--- src/rtl/instr_fetcher_pkg.sv ---
// Shared fetch-stage definitions: decoder group codes, fetch FSM states, buffer sizing.
// No logic; imported by the fetcher and its byte buffer.
package instr_fetcher_pkg;

   localparam int FETCH_MAX_BYTES    = 4;
   localparam int FETCH_OP_BYTES_MAX = 2;

   // Group codes returned by the decoder next to this block.
   localparam logic [7:0] INSN_GROUP_NOP             = 8'h00;
   localparam logic [7:0] INSN_GROUP_LD_DD_NN        = 8'h01;
   localparam logic [7:0] INSN_GROUP_LD_DD_IND_NN    = 8'h02;
   localparam logic [7:0] INSN_GROUP_BLOCK_TRANSFER  = 8'h03;
   localparam logic [7:0] INSN_GROUP_ILLEGAL_INSTR   = 8'hFE;
   localparam logic [7:0] INSN_GROUP_NEED_MORE_BYTES = 8'hFF;

   typedef enum logic [1:0] {
      FETCH_STATE_IDLE = 2'd0,
      FETCH_STATE_REQ  = 2'd1,
      FETCH_STATE_EVAL = 2'd2,
      FETCH_STATE_DONE = 2'd3
   } fetch_state_t;

   typedef enum logic {
      PHASE_OPCODE  = 1'b0,
      PHASE_OPERAND = 1'b1
   } fetch_phase_t;

   function automatic logic [15:0] pc_add(input logic [15:0] base, input logic [2:0] off);
      return base + {13'd0, off};
   endfunction

endpackage

--- src/rtl/instr_byte_buf.sv ---
// Four-byte instruction buffer: synchronous clear, little-endian write at the current count.
// Write takes effect next cycle; writes past the last byte are dropped.
module instr_byte_buf
   import instr_fetcher_pkg::*;
(
   input  logic        clk,
   input  logic        reset_n,
   input  logic        i_clr,
   input  logic        i_wr,
   input  logic [7:0]  i_wr_dat,
   output logic [31:0] o_buf,
   output logic [2:0]  o_cnt
);

   localparam logic [2:0] CNT_MAX = 3'(FETCH_MAX_BYTES);

   logic [31:0] r_buf;
   logic [2:0]  r_cnt;

   always_ff @(posedge clk or negedge reset_n) begin
      if (!reset_n) begin
         r_buf <= '0;
         r_cnt <= '0;
      end else if (i_clr) begin
         r_buf <= '0;
         r_cnt <= '0;
      end else if (i_wr && (r_cnt < CNT_MAX)) begin
         r_buf[{r_cnt[1:0], 3'b000} +: 8] <= i_wr_dat;
         r_cnt <= r_cnt + 3'd1;
      end
   end

   assign o_buf = r_buf;
   assign o_cnt = r_cnt;

endmodule

--- src/rtl/instr_fetcher.sv ---
// Byte-serial instruction fetch: 2 cycles per byte with zero-wait memory, out_valid held until out_ready.
// Optional FETCH_M1_EN adds m1 (opcode-fetch cycle) and r_inc (refresh increment pulse) outputs.
module instr_fetcher
   import instr_fetcher_pkg::*;
#(
   parameter int MAX_BYTES    = FETCH_MAX_BYTES,
   parameter int OP_BYTES_MAX = FETCH_OP_BYTES_MAX
) (
   input  logic        clk,
   input  logic        reset_n,
   input  logic        start,
   input  logic [15:0] pc_in,
   output logic        mem_rd,
   output logic [15:0] mem_addr,
   input  logic [7:0]  mem_data,
   input  logic        mem_ack,
   output logic [31:0] dec_instr,
   output logic [1:0]  dec_op_len,
   input  logic [2:0]  dec_len,
   input  logic [7:0]  dec_group,
   output logic        out_valid,
   input  logic        out_ready,
   output logic [31:0] out_instr,
   output logic [2:0]  out_len,
   output logic [7:0]  out_group,
   output logic [15:0] out_pc_next,
   output logic        busy
`ifdef FETCH_M1_EN
   ,
   output logic        m1,
   output logic        r_inc
`endif
);

   localparam logic [2:0] LEN_MAX = 3'(MAX_BYTES);
   localparam logic [1:0] OP_MAX  = 2'(OP_BYTES_MAX);

   fetch_state_t r_state;
   fetch_phase_t r_phase;
   logic [15:0]  r_pc_base, r_mem_addr, r_pc_next;
   logic         r_mem_rd, r_out_vld;
   logic [1:0]   r_op_len;
   logic [2:0]   r_len, r_out_len;
   logic [7:0]   r_grp, r_out_grp;

   logic [31:0]  w_buf;
   logic [2:0]   w_cnt, w_dec_len, w_len_sel;
   logic [7:0]   w_grp_sel;
   logic         w_need_more, w_clr, w_wr;

   assign w_clr = (r_state == FETCH_STATE_IDLE) && start;
   assign w_wr  = (r_state == FETCH_STATE_REQ) && mem_ack;

   instr_byte_buf u_buf (
      .clk      (clk),
      .reset_n  (reset_n),
      .i_clr    (w_clr),
      .i_wr     (w_wr),
      .i_wr_dat (mem_data),
      .o_buf    (w_buf),
      .o_cnt    (w_cnt)
   );

   // Decoder answers are only trusted while still in the opcode phase; afterwards the latched copy rules.
   always_comb begin
      w_dec_len   = (dec_len > LEN_MAX) ? LEN_MAX : dec_len;
      w_len_sel   = (r_phase == PHASE_OPCODE) ? w_dec_len : r_len;
      w_grp_sel   = (r_phase == PHASE_OPCODE) ? dec_group : r_grp;
      w_need_more = (r_phase == PHASE_OPCODE) && (dec_group == INSN_GROUP_NEED_MORE_BYTES);
   end

`ifdef FETCH_M1_EN
   logic r_m1, r_inc_pls;
`endif

   always_ff @(posedge clk or negedge reset_n) begin
      if (!reset_n) begin
         r_state    <= FETCH_STATE_IDLE;
         r_phase    <= PHASE_OPCODE;
         r_pc_base  <= '0;
         r_mem_addr <= '0;
         r_mem_rd   <= 1'b0;
         r_op_len   <= '0;
         r_len      <= '0;
         r_grp      <= '0;
         r_out_vld  <= 1'b0;
         r_out_len  <= '0;
         r_out_grp  <= '0;
         r_pc_next  <= '0;
`ifdef FETCH_M1_EN
         r_m1       <= 1'b0;
         r_inc_pls  <= 1'b0;
`endif
      end else begin
`ifdef FETCH_M1_EN
         r_inc_pls <= 1'b0;
`endif
         case (r_state)
            FETCH_STATE_IDLE: begin
               if (start) begin
                  r_pc_base  <= pc_in;
                  r_mem_addr <= pc_in;
                  r_mem_rd   <= 1'b1;
                  r_op_len   <= '0;
                  r_phase    <= PHASE_OPCODE;
                  r_state    <= FETCH_STATE_REQ;
`ifdef FETCH_M1_EN
                  r_m1       <= 1'b1;
`endif
               end
            end
            FETCH_STATE_REQ: begin
               if (mem_ack) begin
                  r_mem_rd <= 1'b0;
                  if (r_phase == PHASE_OPCODE)
                     r_op_len <= r_op_len + 2'd1;
                  r_state  <= FETCH_STATE_EVAL;
`ifdef FETCH_M1_EN
                  r_m1      <= 1'b0;
                  r_inc_pls <= (r_phase == PHASE_OPCODE);
`endif
               end
            end
            FETCH_STATE_EVAL: begin
               if (w_need_more && (r_op_len < OP_MAX)) begin
                  r_mem_addr <= pc_add(r_pc_base, w_cnt);
                  r_mem_rd   <= 1'b1;
                  r_state    <= FETCH_STATE_REQ;
`ifdef FETCH_M1_EN
                  r_m1       <= 1'b1;
`endif
               end else if (w_need_more) begin
                  // Decoder still unresolved after the last opcode byte: give up as illegal.
                  r_out_grp <= INSN_GROUP_ILLEGAL_INSTR;
                  r_out_len <= 3'(OP_BYTES_MAX);
                  r_pc_next <= pc_add(r_pc_base, 3'(OP_BYTES_MAX));
                  r_out_vld <= 1'b1;
                  r_state   <= FETCH_STATE_DONE;
               end else begin
                  if (r_phase == PHASE_OPCODE) begin
                     r_len   <= w_dec_len;
                     r_grp   <= dec_group;
                     r_phase <= PHASE_OPERAND;
                  end
                  if (w_cnt < w_len_sel) begin
                     r_mem_addr <= pc_add(r_pc_base, w_cnt);
                     r_mem_rd   <= 1'b1;
                     r_state    <= FETCH_STATE_REQ;
                  end else begin
                     r_out_grp <= w_grp_sel;
                     r_out_len <= w_len_sel;
                     r_pc_next <= pc_add(r_pc_base, w_len_sel);
                     r_out_vld <= 1'b1;
                     r_state   <= FETCH_STATE_DONE;
                  end
               end
            end
            FETCH_STATE_DONE: begin
               if (out_ready) begin
                  r_out_vld <= 1'b0;
                  r_state   <= FETCH_STATE_IDLE;
               end
            end
            default: r_state <= FETCH_STATE_IDLE;
         endcase
      end
   end

   assign mem_rd      = r_mem_rd;
   assign mem_addr    = r_mem_addr;
   assign dec_instr   = w_buf;
   assign dec_op_len  = r_op_len;
   assign out_valid   = r_out_vld;
   assign out_instr   = w_buf;
   assign out_len     = r_out_len;
   assign out_group   = r_out_grp;
   assign out_pc_next = r_pc_next;
   assign busy        = (r_state != FETCH_STATE_IDLE);
`ifdef FETCH_M1_EN
   assign m1          = r_m1;
   assign r_inc       = r_inc_pls;
`endif

endmodule

--- config.mk ---
export PLATFORM = sky130hd
export DESIGN_NAME = instr_fetcher
export DESIGN_NICKNAME = d
export VERILOG_FILES = /design/src/rtl/instr_fetcher_pkg.sv /design/src/rtl/instr_byte_buf.sv /design/src/rtl/instr_fetcher.sv
export SDC_FILE = /design/constraint.sdc
export NUM_CORES = 1
export LEC_CHECK = 0
export ABC_AREA = 1
export BUFFER_PORTS_ARGS = -buffer_cell sky130_fd_sc_hd__buf_2
export CAP_MARGIN = 10
export CORE_ASPECT_RATIO = 1.1
export CORE_UTILIZATION = 45
export CTS_CLUSTER_SIZE = 10
export DETAILED_ROUTE_END_ITERATION = 12
export GPL_TIMING_DRIVEN = 0
export PLACE_DENSITY_LB_ADDON = 0.2
export SYNTH_ARGS = -nofsm -noshare
export SYNTH_HDL_FRONTEND = slang
export SYNTH_SLANG_ARGS = --single-unit
--- constraint.sdc ---
create_clock -name clk -period 4.85 [get_ports clk]
set_input_delay 0.97 -clock clk [delete_from_list [all_inputs] [get_ports clk]]
set_output_delay 0.97 -clock clk [all_outputs]
set_load 0.1 [all_outputs]
==> results.tsv <==
stage	metric	value	unit
run_status	status	complete, no violations	
die	Initial Util	46.43	%
detailed_routing	DR DRC count	0	
critical_path	CP startpoint kind	input pin	
synthesis	Post-Syn Instances	809	
sta	Worst-Margin Slew	0.6043	ns
synthesis	synthesized cell area	6186	sq um
sta	Slew headroom	59.71	%
synthesis	asr flop ratio synth	100.0	%
finish	antenna fix cells	0	
die	die span in x	113.8	um
finish	layout cell share with drive strength beyond 1	25.28	%
synthesis	top cell type by total area after synthesis	dfrtp_1	
sta	Final setup viols	0	
clocking	Worst-path clk slew	0.08	ns
critical_path	slowest CP cell	fa_1	
critical_path	Setup crit end	out_pc_next[4]	
critical_path	CP Data Arrival Time	2.91	ns
clocking	Worst-Skew Late Latency	0.36	ns
critical_path	R2R Path Start	r_phase	
synthesis	Synth Warn #	0	
die	Die Area	14220	sq um
clocking	# hold bufs at CTS	0	
global_route	largest net degree at the start of global routing	85	
die	row count	44	
synthesis	top cells by count, synth	nand2_1, dfrtp_1, inv_1, nand3_1, o21ai_0	
sta	number of hold violations in the final report	0	
synthesis	EDFF count, synth	0	
clocking	CTS Buffer Depth	2	
die	CORE AREA	13320	sq um
job	Max Cap Viol	0	
detailed_routing	Detailed Route WL	16350	um
clocking	CTS tree	built	
worst_hold_path	Hold Crit Class	in -> async	
critical_path	R2R cell count	11	
global_route	final global-route overflow total	0	
sta	RSZ-0062 raised after global routing	no	
critical_path	crit path capture type	flop	
critical_path	CP max FO	6	
synthesis	Top FF cell, synth	dfrtp_1	
critical_path	critical path required time	5.09	ns
sta	setup_tns	0	ns
sta	Fmax achieved	375.4	MHz
place	GP Congestion	0.8657	
clocking	CTS sink count	112	
critical_path	Crit Path Class	in -> reg	
clocking	clk root buf	clkbuf_16	
detailed_routing	initial DRC count	320	
clocking	Post-CTS Resized	0	
global_route	first-pass GRT wire length	26500	um
critical_path	CP Cell Sequence	buf_2, nor2_4, a22oi_1, inv_1, fa_1, nand3_1, nand2_1, nand2_1, o21ai_1, or2_2, nand3_1, nand2_1	
detailed_routing	routed len/inst	14.08	um
synthesis	Avg Cell Area, Syn	7.646	sq um
detailed_routing	Vias	5668	
critical_path	R2R setup slack	2.41	ns
detailed_routing	drt first pass iters	5	
synthesis	flops & latches, synth	112	
global_route	initial antenna violation count	0	
finish	Nets	1027	
critical_path	FF-to-FF End	out_pc_next[4]	
finish	Area growth, synth to finish	21.76	%
sta	period utilisation layout	54.93	%
synthesis	Distinct cells, synth	36	
clocking	Post-CTS Setup Bufs	0	
sta	Worst Skew	0.01206	ns
synthesis	leading post-synthesis cells by cell area	dfrtp_1, nand2_1, nand3_1, o21ai_0, inv_1	
place	DPL Wire Length	12270	um
clocking	TritonCTS buffer count	9	
detailed_routing	Vias/cell	4.882	
clocking	H-Tree Level Count	3	
critical_path	CP dominant cell by count	nand2_1	
die	# IOs	152	
sta	clock period minus worst slack	2.664	ns
detailed_routing	remaining antenna violation count after routing	0	
critical_path	Critical Path Source	dec_len[2]	
synthesis	sequential share of the synthesized area	45.31	%
critical_path	CP peak stage delay	0.49	ns
global_route	GRT Total Usage	23.78	%
synthesis	Synth Net Count	864	
die	die height	125.0	um
synthesis	most common cell in the netlist	nand2_1	
sta	Final Slew Violations	0	
place	input/output buffers	151	
global_route	vias in the first global route	5360	
synthesis	Synth top area share	45.31	%
==> kinds of logic (layout without fill, tap and decap cells) <==
group	Yosys count	count (layout)	synth area share, %
fa+ha+maj	15	15	3.277
buf+inv	140	308	11.53
flops	112	112	45.31
simple gates	427	427	29.69
mux	1	1	0.1618
compound gates	108	108	9.183
xor+xnor	6	6	0.8495
==> state kept, by name, summed over array words and instances, names as in the netlist <==
register     count
r_pc_base       16
out_pc_next     16
r_phase          1
out_len          3
r_grp            8
mem_addr        16
r_len            3
u_buf.o_buf     32
u_buf.o_cnt      3
mem_rd           1
dec_op_len       2
out_valid        1
out_group        8
r_state          2
==> area by class of cell <==
class | instances | area, sq um
fillers | 1320 | 5791
flip-flops and latches | 112 | 2803
multi-input cells | 557 | 2670
repair buffers | 152 | 789.5
plain buffers | 56 | 395.4
inverters | 84 | 317.8
well taps | 184 | 230.2
clock buffers | 9 | 225.2
clock inverters | 7 | 101.3
==> placed cells by master (no fill, tap or decap), types with 2 or more instances in the layout <==
cell,Yosys,final
a21oi_1,10,10
buf_2,7,157
buf_4,35,35
buf_6,6,7
bufinv_16,0,2
clkbuf_1,7,7
clkbuf_16,0,9
dfrtp_1,112,112
fa_1,2,2
ha_1,13,13
inv_1,77,77
inv_2,6,6
nand2_1,290,290
nand2_2,4,4
nand2_4,3,3
nand3_1,76,76
nand3_2,5,5
nand4_1,4,4
nor2_1,32,32
nor2_2,4,4
nor2_4,4,4
o21ai_0,75,75
o21ai_1,7,7
o21bai_1,2,2
o22ai_1,9,9
o31ai_1,2,2
or2_2,2,2
xnor2_1,2,2
xor2_1,4,4
==> metal layers <==
layer  up-vias  track usage [%]  part of all wire [%]
met3        14            4.750                   6.5
met2       171            39.24                    47
met1      2611            31.89                    45
li1       2872                -                     -
met4         0            6.341                   1.3
met5         -                0                     0
==> worst min-delay path by stage <==
stage / startpoint / endpoint / cells past startpoint
floorplan: r_grp[6] / r_grp[6] / 2
global placement: out_group[5] / out_group[5] / 2
detailed placement: out_group[2] / out_group[2] / 2
CTS: reset_n / out_group[3] / 1
global route: reset_n / out_group[3] / 1
finish: reset_n / out_group[3] / 1
==> worst max-delay path, delay by kind of cell <==
kind	cells	cell delay (ns)
AO/OA/AOI/OAI	2	0.41
adder cells (fa/ha/maj)	1	0.49
buffers and inverters	2	0.27
AND/OR/NAND/NOR	7	0.78
==> metrics by stage <==
stage / utilization, % / setup slack [ns] / std cells / hold WS (ns) / cell area [sq um]
6_report: 56.54 / 2.186 / 1161 / 0.4765 / 7532
5_1_grt: 56.54 / 2.025 / 1161 / 0.4894 / 7532
4_1_cts: 56.54 / 2.214 / 1161 / 0.4803 / 7532
3_5_place_dp: 54.09 / 1.839 / 1145 / 0.4614 / 7206
3_3_place_gp: 53.83 / 1.457 / 1144 / 0.4566 / 7172
2_1_floorplan: - / 2.249 / 809 / 0.4492 / 6186
Power is left out: the tool's default activity adds up to more than one toggle a clock period on the data nets, which glitch-free logic cannot reach.
